## config.mk

```make
export PLATFORM = sky130hd
export DESIGN_NAME = pipeline_credit_drain
export DESIGN_NICKNAME = d
export VERILOG_FILES = /design/src/rtl/pipeline_credit_drain.sv
export SDC_FILE = /design/constraint.sdc
export NUM_CORES = 1
export LEC_CHECK = 0
export ABC_AREA = 1
export CAP_MARGIN = 5
export CORE_ASPECT_RATIO = 0.8
export CORE_MARGIN = 2
export CORE_UTILIZATION = 53
export CTS_BUF_LIST = sky130_fd_sc_hd__clkbuf_4 sky130_fd_sc_hd__clkbuf_8 sky130_fd_sc_hd__clkbuf_16
export DETAILED_ROUTE_END_ITERATION = 6
export GPL_TIMING_DRIVEN = 0
export PLACE_DENSITY = 0.95
export SYNTH_ARGS = -nofsm -noshare
export SYNTH_HDL_FRONTEND = slang
export SYNTH_SLANG_ARGS = --single-unit
```

## constraint.sdc

```tcl
create_clock -name clk -period 6.6 [get_ports clk]
set_clock_uncertainty 0.05 [all_clocks]
set_input_delay 0.99 -clock clk [delete_from_list [all_inputs] [get_ports clk]]
set_output_delay 0.99 -clock clk [all_outputs]
set_load 0.05 [all_outputs]
```

## src/rtl/pipeline_credit_drain.sv

```systemverilog
// Issue/collect wrapper for a stall-free fixed-latency pipeline: credits cap in-flight work at DEPTH,
// results land in a circular FIFO drained with ready/valid. Optional sticky ovf_err via PIPELINE_CREDIT_DRAIN_OVF_CHECK_EN.
module pipeline_credit_drain #(
  parameter int WIDTH   = 32,
  parameter int LATENCY = 1,
  parameter int DEPTH   = 4
) (
  input  logic             clk,
  input  logic             rst_n,
  input  logic [WIDTH-1:0] up_data,
  input  logic             up_valid,
  output logic             up_ready,
  output logic [WIDTH-1:0] pipe_x,
  output logic             pipe_input_valid,
  input  logic [WIDTH-1:0] pipe_out,
  input  logic             pipe_output_valid,
  output logic [WIDTH-1:0] dn_data,
  output logic             dn_valid,
  input  logic             dn_ready
`ifdef PIPELINE_CREDIT_DRAIN_OVF_CHECK_EN
  ,
  output logic             ovf_err
`endif
);
  localparam int CW = $clog2(DEPTH + 1);
  localparam int PW = $clog2(DEPTH);
  localparam logic [CW-1:0] FULL = CW'(DEPTH);
  localparam logic [PW-1:0] LAST = PW'(DEPTH - 1);
  localparam logic [CW-1:0] ONE  = CW'(1);

  if (LATENCY < 1 || DEPTH < 2) begin : g_param_check
    $error("pipeline_credit_drain: LATENCY must be >= 1 and DEPTH >= 2");
  end

  logic [CW-1:0]    outstanding_q, outstanding_d;
  logic [CW-1:0]    count_q, count_d;
  logic [PW-1:0]    wr_ptr_q, wr_ptr_d;
  logic [PW-1:0]    rd_ptr_q, rd_ptr_d;
  logic [WIDTH-1:0] mem_q [DEPTH];
  logic             issue, pop, push;

  // up_ready only looks at registered credit state, so dn_ready never reaches it combinationally.
  assign up_ready         = (outstanding_q != FULL);
  assign pipe_x           = up_data;
  assign pipe_input_valid = issue;
  assign dn_valid         = (count_q != '0);
  assign dn_data          = mem_q[rd_ptr_q];

  always_comb begin
    issue = up_valid & up_ready;
    pop   = dn_valid & dn_ready;
    push  = pipe_output_valid & (count_q != FULL);

    outstanding_d = outstanding_q;
    if (issue && !pop) begin
      outstanding_d = outstanding_q + ONE;
    end else if (pop && !issue && outstanding_q != '0) begin
      outstanding_d = outstanding_q - ONE;
    end

    count_d = count_q;
    if (push && !pop) begin
      count_d = count_q + ONE;
    end else if (pop && !push) begin
      count_d = count_q - ONE;
    end

    wr_ptr_d = wr_ptr_q;
    if (push) begin
      wr_ptr_d = (wr_ptr_q == LAST) ? '0 : wr_ptr_q + PW'(1);
    end

    rd_ptr_d = rd_ptr_q;
    if (pop) begin
      rd_ptr_d = (rd_ptr_q == LAST) ? '0 : rd_ptr_q + PW'(1);
    end
  end

  always_ff @(posedge clk or negedge rst_n) begin
    if (!rst_n) begin
      outstanding_q <= '0;
      count_q       <= '0;
      wr_ptr_q      <= '0;
      rd_ptr_q      <= '0;
    end else begin
      outstanding_q <= outstanding_d;
      count_q       <= count_d;
      wr_ptr_q      <= wr_ptr_d;
      rd_ptr_q      <= rd_ptr_d;
    end
  end

  // Storage is deliberately unreset; dn_valid gates its visibility.
  always_ff @(posedge clk) begin
    if (push) begin
      mem_q[wr_ptr_q] <= pipe_out;
    end
  end

`ifdef PIPELINE_CREDIT_DRAIN_OVF_CHECK_EN
  logic ovf_q, ovf_d;

  always_comb begin
    ovf_d = ovf_q
          | (pipe_output_valid & (count_q == FULL))
          | (pop & (outstanding_q == '0));
  end

  always_ff @(posedge clk or negedge rst_n) begin
    if (!rst_n) begin
      ovf_q <= 1'b0;
    end else begin
      ovf_q <= ovf_d;
    end
  end

  assign ovf_err = ovf_q;
`endif

endmodule

```

==> results of run 1 <==
state kept, by name, summed over array words and instances (netlist names):
name / flops
rd_ptr_q: 2
count_q: 3
wr_ptr_q: 2
mem_q: 128
outstanding_q: 3
how the worst min path moves through the flow:
stage	endpoint	slack, ns	depth (start not counted)
after CTS	outstanding_q[2]	0.52	2
after detailed placement	outstanding_q[2]	0.50	2
after global placement	outstanding_q[2]	0.48	2
after global routing	outstanding_q[1]	0.55	2
final	outstanding_q[2]	0.52	2
after floorplan	outstanding_q[2]	0.45	2
placed cells by master (no fill, tap or decap):
| cell | instances |
|---|---|
| a21boi_4 | 1 |
| a21oi_2 | 1 |
| buf_16 | 4 |
| buf_2 | 5 |
| buf_4 | 32 |
| buf_6 | 7 |
| clkbuf_1 | 8 |
| clkbuf_16 | 17 |
| clkbuf_4 | 9 |
| clkbuf_8 | 3 |
| clkdlybuf4s50_1 | 103 |
| clkinv_2 | 2 |
| clkinvlp_4 | 1 |
| dfrtp_1 | 10 |
| edfxtp_1 | 128 |
| fa_1 | 2 |
| ha_1 | 6 |
| inv_1 | 12 |
| inv_2 | 4 |
| mux2_2 | 1 |
| nand2_1 | 21 |
| nand2_2 | 4 |
| nand3_1 | 2 |
| nor2_1 | 68 |
| nor2_4 | 5 |
| o21ai_0 | 42 |
| o21ai_1 | 27 |
| o22ai_1 | 32 |
| xnor2_1 | 1 |
| xor2_1 | 1 |
metal layers:
metal | wire length [um] | vias to the layer above | global-route usage [%]
met3 | 1096 | 23 | 6.991
met1 | 5041 | 1901 | 26.77
met4 | 248 | 0 | 10.49
met2 | 6867 | 213 | 43.77
met5 | 0 | - | 0
li1 | - | 1743 | -
power breakdown:
part / switching, mW / internal [mW] / leakage [nW]
Sequential: 0.0764 / 1.16 / 1.29
Clock: 0.320 / 0.546 / 0.280
Combinational: 1.26 / 0.595 / 1.16
Total: 1.66 / 2.30 / 2.73
Yosys cell counts (all sizes together):
cell type,count,area share (%)
inv,16,1.1
fa,2,0.71
o22ai,32,3.5
xnor2,1,0.16
dfrtp,10,4.4
ha,6,1.3
nand3,2,0.18
clkbuf,8,0.53
mux2,1,0.20
xor2,1,0.16
nand2,25,1.8
a21oi,1,0.16
nor2,73,5.0
buf,44,6.1
a21boi,1,0.33
edfxtp,128,68
o21ai,69,6.1
logic make-up (layout without fill, tap and decap cells):
kind of cell | count (synthesis) | count (layout) | share of synthesized area (%)
buf+inv | 68 | 207 | 7.697
mux | 1 | 1 | 0.1996
flops | 138 | 138 | 72.58
simple gates | 100 | 100 | 7.010
xor+xnor | 2 | 2 | 0.3106
compound gates | 103 | 103 | 10.16
fa+ha+maj | 8 | 8 | 2.041
stage by stage:
step                      std cells  util [%]  setup WS (ns)  total power [mW]  cell area (um2)
after CTS                       699     73.03          2.862             3.965             7538
after global placement          663     66.33          2.246             2.969             6847
after floorplan                 420         -          3.659             2.436             5640
final                           699     73.03          2.841             3.955             7538
after detailed placement        667     67.68          3.093             3.091             6987
after global routing            699     73.03          2.707             4.128             7538
critical path, stage by stage (launching register included):
cell	delay, ns
dfrtp_1	0.46
inv_2	0.14
clkbuf_1	0.44
o21ai_1	0.14
o22ai_1	0.26
clkdlybuf4s50_1	0.86
final cells by class:
type	instances	area share, %
Clock inverter	3	0.2324
Tap cell	140	2.324
Clock buffer	29	7.087
Multi-Input combinational cell	214	15.15
Timing Repair Buffer	107	15.14
Inverter	16	0.7967
Buffer	52	4.963
Sequential cell	138	54.31
==> results.toml, run 1 <==
[run_status]
status = "completed"

[clock_tree]
cts_buffer_depth = 2
cts_setup_buffers = 0
cts_hold_buf = 0
clk_pin_slew_worst_paths_ns = 0.05
worstSkewPairLatency_ns = 0.41
root_buffer = "clkbuf_16"
cts_tree = "done"
cts_inserted_buffers = 17
cts_sinks = 138
htreeDepth = 4
cts-resized-gates = 0

[job]
maxCapViolCount = 0

[power_and_ir_drop]
cellLeakagePower_nw = 2.730
powerDensity_nw_per_um2 = 524.6
ir_drop_mv = 0.3911

[floorplanning]
die_h_um = 96.27
dieWidth_um = 119.3
design.die.area_um2 = 11490
core_um2 = 10320
initial_core_util_pct = 54.64
rows = 33
io_pins = 136

[worst_hold_path]
min_from = "outstanding_q[2]"
hold_path.class = "flop to flop"

[drt]
vias = 3880
drc_errors = 0
drtIter0Drc = 276
drtAntennaViolNets = 0
vias_per_cell = 5.551
finalWirelength_mm = 13.25
post_drt_wl_per_cell_um = 18.96
dr.pass1.iters = 5

[timing]
clock.fmax_mhz = 266.0
final_hold_viol_count = 0
max_slew_margin_pct = 63.38
rsz0062_at_grt = "false"
final_max_slew_viol_count = 0
fin_crit_sh_pct = 56.96
worst_pin_slew_ns = 0.5475
tns_ns = 0
hold_ws_ns = 0.5230
setup_viol = 0
min_period_ns = 3.759

[layout]
regArea_um2 = 4094
fill_cells = 651
syn2layout_area_growth_pct = 33.65
drive_gt1_share_pct = 17.17
nets = 623
multi_input_area_um2 = 1142
diodes = 0

[placement]
place_hpwl_mm = 8.714
gp_routability_congestion = 0.7409
io_buffer_count = 103

[global_routing]
grt_pass1_wl_mm = 20.11
grt_max_degree = 21
grt_antenna_before_repair = 0
grt.total_usage_pct = 24.05
gr-total-overflow = 0
first_global_vias = 3927

[logic_synthesis]
synth_warnings = 0
syn-num-nets = 497
synth_seq_cells = 138
avgSynthCellArea_um2 = 13.43
synth-seq-area-share_pct = 72.58
synthCells = 420
synth_area_um2 = 5640
ys_types = 23

[critical_path]
start_kind = "flop"
r2r-start = "count_q[0]"
cp_data_required_time_ns = 5.56
crit_start = "rd_ptr_q[1]"
crit_type = "flop to output pin"
r2r_slack_ns = 4.23
endpoint = "dn_data[17]"
cp.arrival_ns = 2.72
r2r-end = "count_q[1]"
critPathMaxFanout = 10
r2r_cells = 8
cp-end-kind = "output pin"
No activity file was read; power rests on OpenSTA's default activity.
==> run 2, diff against run 1 <==
--- a/config.mk
+++ b/config.mk
@@ -9,11 +9,11 @@
 export CAP_MARGIN = 5
 export CORE_ASPECT_RATIO = 0.8
 export CORE_MARGIN = 2
-export CORE_UTILIZATION = 53
+export CORE_UTILIZATION = 45
 export CTS_BUF_LIST = sky130_fd_sc_hd__clkbuf_4 sky130_fd_sc_hd__clkbuf_8 sky130_fd_sc_hd__clkbuf_16
 export DETAILED_ROUTE_END_ITERATION = 6
 export GPL_TIMING_DRIVEN = 0
-export PLACE_DENSITY = 0.95
+export PLACE_DENSITY = 0.86
 export SYNTH_ARGS = -nofsm -noshare
 export SYNTH_HDL_FRONTEND = slang
 export SYNTH_SLANG_ARGS = --single-unit
==> constraint.sdc (replaced) <==
create_clock -name clk -period 3.25 [get_ports clk]
set_clock_uncertainty 0.05 [all_clocks]
set_input_delay 0.4875 -clock clk [delete_from_list [all_inputs] [get_ports clk]]
set_output_delay 0.4875 -clock clk [all_outputs]
set_load 0.05 [all_outputs]
==> results.toml, run 2 (synthesis gave the netlist of run 1 again) <==
[timing]
setup_slack_ns = 0.1015
worst_pin_slew_ns = 0.5479
tns_ns = 0
final_hold_viol_count = 0
setup_viol = 0
rsz0062_at_grt = "false"
final_max_slew_viol_count = 0
fin_crit_sh_pct = 96.88
clock.fmax_mhz = 317.6
min_period_ns = 3.149
max_slew_margin_pct = 63.42

[drt]
drc_errors = 0
post_drt_wl_per_cell_um = 17.64
drtAntennaViolNets = 0
vias_per_cell = 5.119
vias = 3732
finalWirelength_mm = 12.86
dr.pass1.iters = 4
drtIter0Drc = 238

[global_routing]
grt_pass1_wl_mm = 19.16
grt_max_degree = 25
gr-total-overflow = 0
first_global_vias = 3647
grt.total_usage_pct = 19.46
grt_antenna_before_repair = 0

[floorplanning]
rows = 36
design.die.area_um2 = 13450
core_um2 = 12210
initial_core_util_pct = 46.21
die_h_um = 104.1
dieWidth_um = 129.2
io_pins = 136

[critical_path]
crit_start = "rd_ptr_q[1]"
endpoint = "dn_data[5]"
cp-end-kind = "output pin"
cp.arrival_ns = 2.61
r2r-end = "count_q[1]"
cp_num_buf_inv = 3
cp_slowest_cell = "clkdlybuf4s50_1"
crit_cells = 5
cp_data_required_time_ns = 2.71
r2r_slack_ns = 0.90
crit_type = "flop to output pin"
start_kind = "flop"
r2r_cells = 8
critPathMaxFanout = 10
path_cells = "inv_2, clkbuf_1, o21ai_1, o22ai_1, clkdlybuf4s50_1"
path_delay_family = "buffers and inverters"
r2r-start = "count_q[0]"
cpPeakStageDelay_ns = 0.85

[placement]
dp_slack_ns = 0.4724
place_area_um2 = 6995
io_buffer_count = 103
place_hpwl_mm = 8.421
gp_routability_congestion = 0.8030

[layout]
diodes = 0
largest_register_ffs = 128
nets = 623
syn2layout_area_growth_pct = 34.32
layout_commonest_cell = "edfxtp_1"
layout_common_cells = "edfxtp_1 (128), clkdlybuf4s50_1 (85), nor2_1 (68)"
final_area_um2 = 7576
top_regs = "mem_q (128), count_q (3), outstanding_q (3)"
fin_util_pct = 62.06
top_register = "mem_q"
fill_cells = 882
drive_gt1_share_pct = 16.85

[clock_tree]
root_buffer = "clkbuf_16"
cts_inserted_buffers = 17
cts_tree = "done"
cts_buffer_depth = 2
htreeDepth = 4
cts_sinks = 138
clk_pin_slew_worst_paths_ns = 0.06
cts_setup_buffers = 0
worstSkewPairLatency_ns = 0.41

[power_and_ir_drop]
powerDensity_nw_per_um2 = 1046
cellLeakagePower_nw = 2.860
ir_drop_mv = 0.6934

[job]
maxCapViolCount = 0

[worst_hold_path]
hold_path.class = "input pin to asynchronous set/reset pin"

[run_status]
status = "completed"
## run 2: how the worst min path moves through the flow
| stage | to | startpoint | depth (start not counted) | slack, ns |
|---|---|---|---|---|
| after global placement | outstanding_q[2] | outstanding_q[2] | 2 | 0.48 |
| after floorplan | count_q[0] | rst_n | 0 | 0.14 |
| after global routing | outstanding_q[2] | rst_n | 1 | 0.40 |
| final | outstanding_q[1] | rst_n | 1 | 0.36 |
| after detailed placement | outstanding_q[1] | outstanding_q[1] | 2 | 0.51 |
| after CTS | count_q[2] | rst_n | 1 | 0.37 |
## run 2: area by class of cell
class                   count  area, um2  share of cell area (%)
clock buffers              17      425.4                   5.615
inverters                  16      60.06                  0.7927
well taps                 171      214.0                   2.824
multi-input cells         214       1142                   15.08
clock inverters            14      108.9                   1.437
plain buffers              52      375.4                   4.955
flip-flops and latches    138       4094                   54.04
repair buffers            107       1156                   15.26
## run 2: repair_timing
item | in CTS | in global routing
resized for setup | 0 | 20
endpoints found under the setup margin | 0 | 19
hold buffers | 0 | 0
## run 2: worst register-to-register path, delay by kind of cell (launching register included)
kind          cells  cell delay (ns)
fa+ha+maj         2             0.63
buf+inv           2             0.23
mux               1             0.27
simple gates      3             0.59
flops             1             0.45
## run 2: power breakdown
| group | switching, mW | internal [mW] | total, mW |
|---|---|---|---|
| logic | 2.53 | 1.17 | 3.70 |
| clock network | 0.694 | 1.03 | 1.72 |
| registers | 0.147 | 2.35 | 2.50 |
## run 2: per-layer routing
| metal | share of wire, % | track usage [%] | wire length (um) |
|---|---|---|---|
| met5 | 0 | 0 | 0 |
| met4 | 1.9 | 8.540 | 250 |
| met3 | 7.6 | 4.990 | 979 |
| met2 | 51 | 32.97 | 6550 |
| met1 | 40 | 23.39 | 5082 |
## run 2: through the flow
stage	hold WS [ns]	std cells	power (mW)
finish	0.3598	729	7.924
global placement	0.4753	694	6.070
floorplan	0.1419	420	4.948
CTS	0.3706	729	7.988
global route	0.3976	729	8.289
detailed placement	0.5064	698	6.247
